`config.mk`:
```
export PLATFORM = sky130hd
export DESIGN_NAME = clk_period_meter_flat
export DESIGN_NICKNAME = d
export VERILOG_FILES = /design/src/rtl/clk_pkg.sv /design/src/rtl/clk_period_meter_if.sv /design/src/rtl/sync_edge_det.sv /design/src/rtl/clk_period_meter.sv /design/src/flat_wrapper.sv
export SDC_FILE = /design/constraint.sdc
export NUM_CORES = 1
export LEC_CHECK = 0
export CAP_MARGIN = 25
export CORE_ASPECT_RATIO = 1.25
export CORE_MARGIN = 1
export CORE_UTILIZATION = 45
export CTS_BUF_LIST = sky130_fd_sc_hd__clkbuf_4
export CTS_CLUSTER_DIAMETER = 120
export DETAILED_ROUTE_END_ITERATION = 7
export PLACE_DENSITY = 0.67
export SLEW_MARGIN = 20
export SYNTH_ARGS = -nofsm -noshare
export SYNTH_HDL_FRONTEND = slang
export SYNTH_SLANG_ARGS = --single-unit
```
`constraint.sdc`:
```
create_clock -name clk_50 -period 6.7 [get_ports clk_50]
set_input_delay 1.675 -clock clk_50 [delete_from_list [all_inputs] [get_ports clk_50]]
set_output_delay 1.675 -clock clk_50 [all_outputs]
set_load 0.005 [all_outputs]
```
`src/rtl/clk_pkg.sv`:
```
// Shared clocking definitions for the divider and measurement blocks.
package clk_pkg;

  typedef enum logic [1:0] {
    IDLE    = 2'd0,
    ARM     = 2'd1,
    MEASURE = 2'd2,
    DONE    = 2'd3
  } state_t;

  localparam int unsigned CLK_HZ = 50_000_000;

  // Half-period count for a divider producing out_hz from CLK_HZ.
  function automatic int unsigned half_period_cycles(input int unsigned out_hz);
    return CLK_HZ / (2 * out_hz);
  endfunction

endpackage

```
`src/rtl/clk_period_meter_if.sv`:
```
// Control/result bundle of the period meter; master drives start/cont, slave reports results.
interface clk_period_meter_if #(
  parameter int CNT_W = 32
);
  logic             start;
  logic             cont;
  logic             busy;
  logic             valid;
  logic             timeout;
  logic [CNT_W-1:0] period;
  logic [CNT_W-1:0] high_time;

  modport master (
    output start, cont,
    input  busy, valid, timeout, period, high_time
  );

  modport slave (
    input  start, cont,
    output busy, valid, timeout, period, high_time
  );
endinterface

```
`src/rtl/sync_edge_det.sv`:
```
// Synchronizes an asynchronous input and flags its rising/falling edges one cycle wide.
module sync_edge_det #(
  parameter int SYNC_STAGES = 2
) (
  input  logic clk_50,
  input  logic rst_n,
  input  logic d,
  output logic level,
  output logic rise,
  output logic fall
);

  logic [SYNC_STAGES-1:0] sync;
  logic                   prev;

  generate
    for (genvar gi = 0; gi < SYNC_STAGES; gi++) begin : g_sync
      if (gi == 0) begin : g_first
        always_ff @(posedge clk_50 or negedge rst_n) begin
          if (!rst_n) sync[0] <= 1'b0;
          else        sync[0] <= d;
        end
      end else begin : g_rest
        always_ff @(posedge clk_50 or negedge rst_n) begin
          if (!rst_n) sync[gi] <= 1'b0;
          else        sync[gi] <= sync[gi-1];
        end
      end
    end
  endgenerate

  always_ff @(posedge clk_50 or negedge rst_n) begin
    if (!rst_n) prev <= 1'b0;
    else        prev <= sync[SYNC_STAGES-1];
  end

  assign level = sync[SYNC_STAGES-1];
  assign rise  = level & ~prev;
  assign fall  = ~level & prev;

endmodule

```
`src/rtl/clk_period_meter.sv`:
```
// Measures period and high time of a slow asynchronous signal in clk_50 cycles.
module clk_period_meter
  import clk_pkg::*;
#(
  parameter int          CNT_W       = 32,
  parameter int unsigned TIMEOUT     = 50_000_000,
  parameter int          SYNC_STAGES = 2
) (
  input  logic               clk_50,
  input  logic               rst_n,
  input  logic               sig_in,
  clk_period_meter_if.slave  bus
);

  // Abort when the next count would reach TIMEOUT-1, so the strobe lands TIMEOUT-1 cycles after ARM entry.
  localparam logic [CNT_W-1:0] TO_LAST = CNT_W'(TIMEOUT - 2);

  logic rise, fall, level;

  sync_edge_det #(.SYNC_STAGES(SYNC_STAGES)) u_sync (
    .clk_50 (clk_50),
    .rst_n  (rst_n),
    .d      (sig_in),
    .level  (level),
    .rise   (rise),
    .fall   (fall)
  );

  state_t           state_reg, state_next;
  logic [CNT_W-1:0] cnt_reg, cnt_next;
  logic [CNT_W-1:0] hi_cnt_reg, hi_cnt_next;
  logic             hi_seen_reg, hi_seen_next;
  logic [CNT_W-1:0] period_reg, period_next;
  logic [CNT_W-1:0] high_reg, high_next;
  logic             timeout_reg, timeout_next;

  always_ff @(posedge clk_50 or negedge rst_n) begin
    if (!rst_n) begin
      state_reg   <= IDLE;
      cnt_reg     <= '0;
      hi_cnt_reg  <= '0;
      hi_seen_reg <= 1'b0;
      period_reg  <= '0;
      high_reg    <= '0;
      timeout_reg <= 1'b0;
    end else begin
      state_reg   <= state_next;
      cnt_reg     <= cnt_next;
      hi_cnt_reg  <= hi_cnt_next;
      hi_seen_reg <= hi_seen_next;
      period_reg  <= period_next;
      high_reg    <= high_next;
      timeout_reg <= timeout_next;
    end
  end

  always_comb begin
    state_next   = state_reg;
    cnt_next     = cnt_reg;
    hi_cnt_next  = hi_cnt_reg;
    hi_seen_next = hi_seen_reg;
    period_next  = period_reg;
    high_next    = high_reg;
    timeout_next = 1'b0;

    case (state_reg)
      IDLE: begin
        if (bus.start) begin
          state_next = ARM;
          cnt_next   = '0;
        end
      end

      ARM: begin
        if (rise) begin
          state_next   = MEASURE;
          cnt_next     = CNT_W'(1);
          hi_seen_next = 1'b0;
        end else if (cnt_reg >= TO_LAST) begin
          state_next   = IDLE;
          timeout_next = 1'b1;
        end else begin
          cnt_next = cnt_reg + 1'b1;
        end
      end

      // DONE in continuous mode is already the first cycle of the next measurement.
      MEASURE, DONE: begin
        if (state_reg == DONE && !bus.cont) begin
          state_next = IDLE;
        end else if (rise) begin
          state_next   = DONE;
          period_next  = cnt_reg;
          high_next    = hi_seen_reg ? hi_cnt_reg : cnt_reg;
          cnt_next     = CNT_W'(1);
          hi_seen_next = 1'b0;
        end else begin
          state_next = MEASURE;
          cnt_next   = cnt_reg + 1'b1;
          if (fall && !hi_seen_reg) begin
            hi_cnt_next  = cnt_reg;
            hi_seen_next = 1'b1;
          end else if (cnt_reg >= TO_LAST) begin
            state_next   = IDLE;
            timeout_next = 1'b1;
          end
        end
      end

      default: state_next = IDLE;
    endcase
  end

  assign bus.busy      = (state_reg != IDLE);
  assign bus.valid     = (state_reg == DONE);
  assign bus.timeout   = timeout_reg;
  assign bus.period    = period_reg;
  assign bus.high_time = high_reg;

endmodule
```
`src/flat_wrapper.sv`:
```
// flat-port wrapper written by rule: the top's interface ports become plain ports
module clk_period_meter_flat import clk_pkg::*;
#(
  parameter int          CNT_W       = 32,
  parameter int unsigned TIMEOUT     = 50_000_000,
  parameter int          SYNC_STAGES = 2
)
  (clk_50, rst_n, sig_in, bus_start, bus_cont, bus_busy, bus_valid, bus_timeout, bus_period, bus_high_time);
  clk_period_meter_if #(.CNT_W(CNT_W)) bus_i ();
  input  logic clk_50;
  input  logic rst_n;
  input  logic sig_in;
  input wire logic [$bits(bus_i.start)-1:0] bus_start;
  input wire logic [$bits(bus_i.cont)-1:0] bus_cont;
  output wire logic [$bits(bus_i.busy)-1:0] bus_busy;
  output wire logic [$bits(bus_i.valid)-1:0] bus_valid;
  output wire logic [$bits(bus_i.timeout)-1:0] bus_timeout;
  output wire logic [$bits(bus_i.period)-1:0] bus_period;
  output wire logic [$bits(bus_i.high_time)-1:0] bus_high_time;
  assign bus_i.start = bus_start;
  assign bus_i.cont = bus_cont;
  assign bus_busy = bus_i.busy;
  assign bus_valid = bus_i.valid;
  assign bus_timeout = bus_i.timeout;
  assign bus_period = bus_i.period;
  assign bus_high_time = bus_i.high_time;
  clk_period_meter #(.CNT_W(CNT_W), .TIMEOUT(TIMEOUT), .SYNC_STAGES(SYNC_STAGES)) u_core (.clk_50(clk_50), .rst_n(rst_n), .sig_in(sig_in), .bus(bus_i));
endmodule
```
# After elaboration in Yosys (flattened, before gate mapping)
# Index checks and enable logic that the tools add are counted.
# op_classes
add_sub_neg,1
n_lt_le_gt_ge,1
n_eq_ne,9
n_mux,26
bitwise,6
reduce_logical,13
# op_table
operator,count
two-way mux 32 bit,6
case mux 32 bit (3 select lines),1
adder 32 x 1 -> 32 bit (second input constant),1
>= comparator 32 x 26 -> 1 bit (second input constant),1
two-way mux 2 bit,7
two-way mux 1 bit,9
AND reduction 4 bit,2
inequality test 3 x 1 -> 1 bit (second input constant),2
case mux 2 bit (3 select lines),1
AND reduction 3 bit,2
equality test 2 bit (second input constant),2
inequality test 2 bit (second input constant),2
NOT 1 bit,4
case mux 1 bit (2 select lines),2
nonzero test 2 bit,2
inequality test 3 x 2 -> 1 bit (second input constant),1
bitwise AND 1 bit,2
equality test 2 x 1 -> 1 bit (second input constant),1
logical AND 1 bit,2
zero test 1 bit,2
zero test 2 bit,1
inequality test 2 x 1 -> 1 bit (second input constant),1
AND reduction 2 bit,1
OR reduction 2 bit,1
# word_totals
register_bits,135
in_bits,5
out_inout_bits,67
elab_cells,66

# Depth between registers and ports, before layout
# Gate-level depths: netlist of the first run.
# logic_depth
ltp_word,7
depth_mapped,10
ltp_nobuf,8

# Hierarchy
# Synthesis of the first run repeated with hierarchy kept, for this count alone.
# unflattened
hier_cells,558
hier_area_um2,6185.9
# by_module_without_submodules
module,instances,cells_each,area_per_inst_um2,seq_area_each_um2
clk_period_meter,1,553,6095.8,3303.2
sync_edge_det,1,5,90.1,75.1

# Worst setup path after synthesis of the first run
# Ideal clock, no wire load.
# synth_timing
path_type,input port to flip-flop
startpoint,input port bus_start
endpoint,register u_core.cnt_reg[16]
setup_ns,0.110
arrival_ns,2.846
required_time_ns,6.590
path_slack_ns,3.744
stages,7
path_buffers,2
cell_sequence,or3_1 nand2_1 o21bai_2 buf_6 clkbuf_1 o21ai_0 o41ai_1
# synth_between
elab_chain_cells,2
# synth_rtl
item,line_no,text
start: declaration,flat_wrapper.sv:13,input wire logic [$bits(bus_i.start)-1:0] bus_start;
inequality test 2 bit (no line),--,
AND reduction 3 bit (no line),--,
end signal: assignment,clk_period_meter.sv:48,cnt_reg <= cnt_next;
end: declaration,clk_period_meter.sv:30,"logic [CNT_W-1:0] cnt_reg, cnt_next;"
# No other way between the ends.
# A chain may end at the register's enable or synchronous reset.

# Worst setup path after layout of the first run
# layout_timing
startpoint,register u_core.state_reg[1]
endpoint,output port bus_busy
# layout_between
elab_chain_cells,1
# layout_rtl
item,line_no,text
start: declaration,clk_period_meter.sv:29,"state_t state_reg, state_next;"
start signal: assignment,clk_period_meter.sv:47,state_reg <= state_next;
nonzero test 2 bit,clk_period_meter.sv:114,assign bus.busy = (state_reg != IDLE);
end: declaration,flat_wrapper.sv:15,output wire logic [$bits(bus_i.busy)-1:0] bus_busy;
# No other way between the ends.

==> results of run 1 <==
==> through the flow <==
stage               setup WS, ns  utilization (%)  hold slack [ns]
finish                     3.101            55.25           0.3585
CTS                        3.046            54.81           0.3602
detailed placement         2.698            53.01           0.3355
floorplan                  3.744                -           0.3312
global placement           2.825            53.01           0.3428
global route               2.963            55.25           0.3715
==> layout make-up <==
| type | instances | area, sq um | share of cell area (%) |
|---|---|---|---|
| Tap cell | 168 | 210.2 | 2.964 |
| Timing Repair Buffer | 75 | 774.5 | 10.92 |
| Clock inverter | 12 | 87.58 | 1.235 |
| Inverter | 5 | 18.77 | 0.2646 |
| Antenna cell | 1 | 2.502 | 0.03529 |
| Sequential cell | 135 | 3379 | 47.65 |
| Multi-Input combinational cell | 361 | 2476 | 34.92 |
| Clock buffer | 19 | 142.6 | 2.011 |
==> cell usage in the layout (no fill, tap or decap), drive strengths merged, types with 11 or more instances in the layout <==
cell type and instances:
dfrtp 135, nor2 19, a21oi 19, clkdlybuf4s50 70
nand2 63, o21ai 61, mux2 58, nand3 12
or3 11, mux2i 34, clkbuf 19
==> kinds of logic after synthesis <==
logic type	share of synthesized area [%]
and+or+nand+nor	12.39
muxes	16.53
adders and majority gates	0.4164
xor gates and xnor gates	0.8746
DFF	56.23
buffers and inverters	2.895
AOI/OAI and AO/OA	10.66
==> worst paths after layout <==
path	endpoint	startpoint	cells past startpoint	slack, ns
hold reg to reg	u_core.u_sync.level	u_core.u_sync.sync[0]	0	0.36
setup / recovery	bus_busy	u_core.state_reg[1]	2	3.10
setup reg to reg	u_core.cnt_reg[16]	u_core.cnt_reg[10]	6	3.29
max in group asynchronous	u_core.bus.period[17]	rst_n	2	4.30
min in group asynchronous	u_core.bus.high_time[30]	rst_n	1	1.12
hold / removal	u_core.u_sync.level	u_core.u_sync.sync[0]	0	0.36
==> critical path: cells and delay by family, from the launching register on <==
kind,cells,cell delay [ns]
flops,1,0.56
buf+inv,1,0.45
simple gates,1,0.39
==> layer usage <==
layer / track usage, % / up-vias
met5: 0 / -
met4: 7.981 / 0
met3: 4.563 / 18
met2: 30.56 / 76
met1: 24.34 / 2073
li1: - / 2038
==> power groups by stage <==
stage                     clock network [uW]  registers [uW]  logic, uW
after detailed placement                   0             973        347
final                                    464             935        383
after global placement                     0             970        339
after global routing                     518             946        424
after CTS                                484             956        348
after floorplan                            0             898        295
==> impl_metrics.py, run 1 <==
metrics = {
    "run_status": {
        "outcome": "finished, final reports clean",
    },
    "synthesis": {
        "yosys_register_bits": 135,
        "ys_types": 45,
        "ys_top_cells_by_area": "dfrtp_1 56%, mux2_2 11%, mux2i_1 5.7%",
        "async_reset_ff_share_pct": 100.0,
        "synth.cell_area_sq_um": 6008,
        "syn_nets": 546,
        "yosysMostFrequentCell": "dfrtp_1",
        "seq_area_frac_synth_pct": 56.23,
        "synth_flop_cell": "dfrtp_1",
        "ys_top_cells_by_count": "135 x dfrtp_1, 63 x nand2_1, 60 x o21ai_0, 58 x mux2_2, 34 x mux2i_1",
        "avgSynthCellArea_sq_um": 11.15,
        "synth_top_cell_by_area": "dfrtp_1",
        "synth_edf_count": 0,
        "syn_inst": 539,
        "yosysWarnings": 0,
        "yosysTopAreaCellShare_pct": 56.23,
    },
    "power": {
        "finalPower_uw": 1782,
        "ir_drop_uv": 132.1,
        "p_switching_uw": 573.4,
        "powerDensity_nw_per_um2": 251.3,
        "pwr-share-comb_pct": 21.5,
        "seqPwrFrac_pct": 52.5,
        "internal_power_uw": 1209,
        "power_leakage_uw": 0.003234,
        "power_frac_clock_pct": 26.0,
        "p_sw_share_pct": 32.18,
    },
    "placed_design": {
        "dp.final_hpwl_mm": 7.950,
        "place_area_sq_um": 6804,
        "place_inst": 742,
        "port_buffers": 71,
        "gp_congestion": 0.7959,
    },
    "global_routing": {
        "grt_pass1_vias": 4143,
        "grt_max_degree": 100,
        "antenna_found_initial": 1,
        "grt_pass1_wl_mm": 20.76,
        "globalRoute.totalOverflow": 0,
        "gr-usage-all-layers_pct": 18.96,
    },
    "critical_path": {
        "start_kind": "flip-flop",
        "crit_chain": "or2_2 -> clkdlybuf4s50_1",
        "crit_type": "flip-flop to output pin",
        "cp_max_fo": 14,
        "end_kind": "output pin",
        "crit_arrival_ns": 1.92,
        "crit_required_ns": 5.03,
        "max_stage_delay_ns": 0.56,
        "cpMaxStageDelayCell": "dfrtp_1",
    },
    "clock_tree": {
        "postCtsSetupRepairBufs": 0,
        "htree_levels": 4,
        "cts_buffer_depth": 2,
        "cts_tree": "built",
        "path_clk_slew_ns": 0.11,
        "hold_buffers": 0,
        "clkLatencyLatePin_ns": 0.52,
        "cts.sinks": 135,
        "cts-root-buf": "clkbuf_4",
        "cts_resized": 0,
        "numCtsBuffers": 17,
    },
    "floorplanning": {
        "die_h_um": 131.2,
        "core-area_sq_um": 12830,
        "io_pins": 72,
        "initial_core_util_pct": 46.81,
        "die_w_um": 105.4,
        "core.rowCount": 46,
        "die_area_sq_um": 13820,
    },
    "route": {
        "avgViaCountPerCell": 5.419,
        "wire_per_inst_um": 15.65,
        "met2_length_mm": 6.051,
        "firstDrtPassIters": 4,
        "via_count": 4205,
        "met3WireLength_um": 328,
        "route.detailed.drc": 0,
        "ant_nets": 0,
        "routedLengthMet1_mm": 5.542,
        "top_layer_used": "met4",
        "drt_iter0_drc": 242,
        "drt_wl_total_mm": 12.14,
    },
    "timing": {
        "fin_setup_tns_ns": 0,
        "final-hold-violation-count": 0,
        "finalSetupViolations": 0,
        "fin_skew_ns": 0.01472,
        "rsz0062_at_grt": "false",
        "worst_slew_pin_slew_ns": 0.9301,
        "finalCriticalPeriod_ns": 3.599,
        "final_max_slew_viol_count": 0,
        "fmax_ghz": 0.2779,
        "slew_headroom_pct": 37.99,
        "period_share_pct": 53.71,
    },
    "final_layout": {
        "fin_cells": 776,
        "area_growth_pct": 18.03,
        "drive_gt1_share_pct": 16.31,
        "design_area_sq_um": 7092,
        "fillers": 1148,
        "finalNetCount": 602,
    },
    "worst_hold_path": {
        "hp-class": "flip-flop to flip-flop",
    },
    "run": {
        "cap_viol_max_count": 0,
    },
}
Power figures use the tool's default switching activity.
==> run 2, diff against run 1 <==
Clock period 6.7 ns to 3.6 ns, I/O delays scaled along.
==> impl_metrics.py, run 2 (synthesis results as in run 1) <==
metrics = {
    "run_status": {
        "outcome": "finished, final reports clean",
    },
    "critical_path": {
        "crit_chain": "or2_2 -> clkdlybuf4s50_1",
        "crit_required_ns": 2.70,
        "end_kind": "output pin",
        "start_kind": "flip-flop",
        "crit_start": "u_core.state_reg[1]",
        "max_stage_delay_ns": 0.57,
        "cp_max_fo": 14,
        "crit_arrival_ns": 1.96,
        "crit_type": "flip-flop to output pin",
        "r2r_start": "u_core.cnt_reg[10]",
        "cpMaxStageDelayCell": "dfrtp_1",
    },
    "placed_design": {
        "gp_congestion": 0.8258,
        "pre_cts_ws_ns": 0.4760,
        "place_area_sq_um": 6859,
        "dp.final_hpwl_mm": 8.309,
        "port_buffers": 71,
    },
    "floorplanning": {
        "die_h_um": 131.2,
        "core.rowCount": 46,
        "core-area_sq_um": 12830,
        "initial_core_util_pct": 46.81,
        "die_area_sq_um": 13820,
        "io_pins": 72,
        "die_w_um": 105.4,
    },
    "timing": {
        "fmax_ghz": 0.3499,
        "layout_setup_ws_ns": 0.7422,
        "finalCriticalPeriod_ns": 2.858,
        "fin_setup_tns_ns": 0,
        "final-hold-violation-count": 0,
        "slew_headroom_pct": 38.28,
        "rsz0062_at_grt": "false",
        "fin_skew_ns": 0.01590,
        "period_share_pct": 79.38,
        "fin_hold_ws_ns": 0.3539,
        "final_max_slew_viol_count": 0,
        "worst_slew_pin_slew_ns": 0.9258,
        "finalSetupViolations": 0,
    },
    "power": {
        "pwr-share-comb_pct": 21.5,
        "internal_power_uw": 2378,
        "power_leakage_uw": 0.003260,
        "p_switching_uw": 1099,
        "p_sw_share_pct": 31.60,
        "ir_drop_uv": 246.0,
        "powerDensity_nw_per_um2": 485.5,
        "seqPwrFrac_pct": 48.8,
        "power_frac_clock_pct": 29.6,
    },
    "clock_tree": {
        "numCtsBuffers": 17,
        "path_clk_slew_ns": 0.12,
        "cts.sinks": 135,
        "cts_tree": "built",
        "postCtsSetupRepairBufs": 0,
        "clkLatencyLatePin_ns": 0.53,
        "cts_resized": 0,
        "cts-root-buf": "clkbuf_4",
        "cts_buffer_depth": 2,
        "hold_buffers": 0,
        "htree_levels": 4,
    },
    "global_routing": {
        "antenna_found_initial": 1,
        "globalRoute.totalOverflow": 0,
        "grt_pass1_vias": 4466,
        "grt_max_degree": 73,
        "gr-usage-all-layers_pct": 19.82,
        "grt_pass1_wl_mm": 21.74,
    },
    "final_layout": {
        "fillers": 1148,
        "drive_gt1_share_pct": 16.72,
        "final_cell_mix": "134 x dfrtp_1, 70 x clkdlybuf4s50_1, 63 x nand2_1",
        "post-route-util_pct": 55.80,
        "area_growth_pct": 19.20,
        "design_area_sq_um": 7162,
        "finalNetCount": 604,
        "layout_commonest_cell": "dfrtp_1",
    },
    "route": {
        "via_count": 4294,
        "route.detailed.drc": 0,
        "firstDrtPassIters": 4,
        "drt_wl_total_mm": 12.56,
        "ant_nets": 0,
        "wire_per_inst_um": 16.13,
        "avgViaCountPerCell": 5.512,
        "drt_iter0_drc": 215,
    },
    "worst_hold_path": {
        "hp-class": "flip-flop to flip-flop",
        "min_from": "u_core.u_sync.sync[0]",
    },
    "run": {
        "cap_viol_max_count": 0,
    },
}
## run 2: changes by cell type in the layout (fill, tap and decap cells not counted)
cell | previous run | this run
bufinv_16 | 1 | 3
clkinv_2 | 7 | 4
clkinv_4 | 0 | 1
clkinvlp_4 | 2 | 3
inv_6 | 0 | 1
buf_4 | 2 | 4
clkbuf_4 | 19 | 18
buf_12 | 1 | 2
buf_16 | 1 | 0
## run 2: through the flow
| step | power (uW) | std cells |
|---|---|---|
| after global routing | 3669 | 779 |
| final | 3477 | 779 |
| after CTS | 3513 | 778 |
| after detailed placement | 2483 | 746 |
| after floorplan | 2220 | 539 |
| after global placement | 2447 | 746 |
## run 2: layout make-up
cell class / instances / area [sq um] / area share, %
Antenna cell: 1 / 2.502 / 0.03494
Sequential cell: 135 / 3379 / 47.19
Multi-Input combinational cell: 361 / 2476 / 34.57
Inverter: 5 / 18.77 / 0.2621
Clock inverter: 14 / 157.7 / 2.201
Clock buffer: 18 / 135.1 / 1.887
Timing Repair Buffer: 77 / 782.0 / 10.92
Tap cell: 168 / 210.2 / 2.935
## run 2: layer usage
metal  vias up  routed length [um]  track usage (%)
li1       2052                   -                -
met1      2131                5528            24.58
met2        91                6387            33.08
met3        20                 404            4.663
met4         0                 244            8.138
met5         -                   0                0
## run 2: path summary, 6_finish.rpt
check / to / slack (ns) / depth (start not counted)
setup / recovery: bus_busy / 0.74 / 2
hold / removal: u_core.u_sync.level / 0.35 / 0
setup reg to reg: u_core.cnt_reg[16] / 0.79 / 7
hold reg to reg: u_core.u_sync.level / 0.35 / 0
max in group asynchronous: u_core.cnt_reg[31] / 2.44 / 2
min in group asynchronous: u_core.bus.high_time[29] / 0.37 / 1
## run 2: power by group through the flow
stage | combinational, uW | clock, uW | sequential (uW)
2_1_floorplan | 548 | 0 | 1670
3_3_place_gp | 727 | 0 | 1720
3_5_place_dp | 753 | 0 | 1730
4_1_cts | 754 | 1060 | 1700
5_1_grt | 820 | 1140 | 1710
6_report | 748 | 1030 | 1700
## run 2: worst max-delay path: cells and delay by family (launching register included)
kind          cells  cell delay [ns]
simple gates      1             0.41
buf+inv           1             0.46
flops             1             0.57
==> run 3, diff against run 2 <==
Settings changed: PLACE_DENSITY 0.67 to 0.69.
Clock period 3.6 ns to 2.4 ns, I/O delays scaled along.
==> impl_metrics.py, run 3 (synthesis results as in run 1) <==
metrics = {
    "timing": {
        "final-hold-violation-count": 0,
        "fin_skew_ns": 0.01367,
        "rsz0062_at_grt": "true",
        "period_share_pct": 101.4,
        "slew_headroom_pct": 59.47,
        "finalSetupViolations": 1,
        "final_max_slew_viol_count": 0,
        "fmax_ghz": 0.4109,
        "layout_setup_ws_ns": -0.03344,
        "worst_slew_pin_slew_ns": 0.6079,
        "finalCriticalPeriod_ns": 2.433,
    },
    "critical_path": {
        "path_common_cell": "buf_4",
        "crit_required_ns": 2.81,
        "cpMaxStageDelayCell": "or4_1",
        "max_stage_delay_ns": 0.51,
        "crit_arrival_ns": 2.85,
        "crit_start": "u_core.cnt_reg[11]",
        "start_kind": "flip-flop",
        "crit_type": "flip-flop to flip-flop",
        "crit_buf_inv": 3,
        "end_kind": "flip-flop",
        "critPathTopFamily": "compound AO/OA/AOI/OAI gates",
        "r2r_start": "u_core.cnt_reg[11]",
        "cp_max_fo": 8,
        "crit_chain": "or4_1 -> a211o_1 -> a311oi_4 -> buf_6 -> o21bai_4 -> buf_4 -> buf_4 -> o31ai_4 -> a21oi_1",
    },
    "route": {
        "route.detailed.drc": 0,
        "wire_per_inst_um": 16.27,
        "ant_nets": 0,
        "drt_iter0_drc": 282,
        "avgViaCountPerCell": 5.511,
        "via_count": 4585,
        "firstDrtPassIters": 7,
        "drt_wl_total_mm": 13.54,
    },
    "power": {
        "power_frac_clock_pct": 26.2,
        "p_sw_share_pct": 31.81,
        "ir_drop_uv": 454.0,
        "power_leakage_uw": 0.003573,
        "powerDensity_nw_per_um2": 710.5,
        "seqPwrFrac_pct": 44.7,
        "pwr-share-comb_pct": 29.1,
        "internal_power_uw": 3770,
        "p_switching_uw": 1758,
    },
    "floorplanning": {
        "io_pins": 72,
        "die_w_um": 105.4,
        "die_area_sq_um": 13820,
        "core.rowCount": 46,
        "core-area_sq_um": 12830,
        "die_h_um": 131.2,
        "initial_core_util_pct": 46.81,
    },
    "clock_tree": {
        "cts_buffer_depth": 2,
        "cts_tree": "built",
        "path_clk_slew_ns": 0.11,
        "numCtsBuffers": 17,
        "cts-root-buf": "clkbuf_4",
        "clkLatencyLatePin_ns": 0.53,
        "cts.sinks": 135,
        "htree_levels": 4,
    },
    "placed_design": {
        "place_inst": 787,
        "dp.final_hpwl_mm": 9.119,
        "gp_congestion": 0.8993,
        "port_buffers": 71,
    },
    "final_layout": {
        "drive_gt1_share_pct": 27.90,
        "area_growth_pct": 29.51,
        "post-route-util_pct": 60.63,
        "layout_commonest_cell": "dfrtp_1",
        "fin_cells": 832,
        "final_cell_mix": "131 x dfrtp_1, 69 x clkdlybuf4s50_1, 62 x nand2_1",
        "finalNetCount": 657,
    },
    "global_routing": {
        "grt_pass1_vias": 4740,
        "globalRoute.totalOverflow": 0,
        "gr-usage-all-layers_pct": 21.16,
        "antenna_found_initial": 1,
        "grt_max_degree": 55,
        "grt_pass1_wl_mm": 23.10,
    },
    "run": {
        "cap_viol_max_count": 0,
    },
    "worst_hold_path": {
        "hp-class": "flip-flop to flip-flop",
        "min_from": "u_core.u_sync.sync[0]",
    },
    "run_status": {
        "violations": "setup timing",
        "outcome": "complete, but fails checks",
    },
}
## run 3: stage by stage
| step | power [uW] | setup TNS, ns | area [sq um] | setup WS [ns] | hold slack (ns) |
|---|---|---|---|---|---|
| after global placement | 3870 | -0.3142 | 7192 | -0.05974 | 0.3398 |
| after detailed placement | 3917 | -1.310 | 7192 | -0.1957 | 0.3373 |
| after CTS | 5527 | -1.233 | 7670 | -0.1232 | 0.3675 |
| after global routing | 5828 | -0.5304 | 7781 | -0.08347 | 0.3875 |
| after floorplan | 3330 | 0 | 6008 | 0.03693 | 0.3044 |
| final | 5529 | -0.03344 | 7781 | -0.03344 | 0.3624 |
## run 3: worst register-to-register path, cell delays in order, from the launching register on
cell and delay, ns:
dfrtp_1 0.40, or4_1 0.51, a211o_1 0.29, a311oi_4 0.23, buf_6 0.15, o21bai_4 0.11, buf_4 0.16, buf_4 0.14
o31ai_4 0.23, a21oi_1 0.10
## run 3: final timing paths
check | endpoint | slack (ns) | cells past startpoint
worst min-delay path | u_core.u_sync.level | 0.36 | 0
min in group asynchronous | u_core.hi_cnt_reg[28] | 0.51 | 2
max in group asynchronous | u_core.cnt_reg[14] | 1.23 | 3
worst max-delay path | u_core.cnt_reg[20] | -0.03 | 9
worst min register to register | u_core.u_sync.level | 0.36 | 0
worst max register to register | u_core.cnt_reg[20] | -0.03 | 9
## run 3: area by class of cell
cell class / count / area, sq um
diodes: 1 / 2.502
well taps: 168 / 210.2
inverters: 5 / 18.77
multi-input cells: 362 / 2675
repair buffers: 129 / 1221
flip-flops and latches: 135 / 3383
fillers: 1037 / 5054
clock inverters: 10 / 105.1
clock buffers: 22 / 165.2
## run 3: power groups by stage
stage | Sequential, uW | Clock, uW | Combinational, uW
after floorplan | 2510 | 0 | 822
after global placement | 2540 | 0 | 1330
after detailed placement | 2550 | 0 | 1370
after CTS | 2470 | 1480 | 1570
after global routing | 2490 | 1600 | 1740
final | 2470 | 1450 | 1610
## run 3: per-layer routing
layer | track usage, % | wire [um]
met1 | 25.29 | 5713
met5 | 0 | 0
met4 | 11.03 | 385
met2 | 35.53 | 6904
met3 | 4.613 | 533
## run 3: what timing repair did
item,CTS,global route
hold buffers,1,0
endpoints found under the hold margin,28,0
cloned,1,0
buffers inserted,9,1
pin swaps,30,12
endpoints found under the setup margin,21,33
resized for setup,29,23
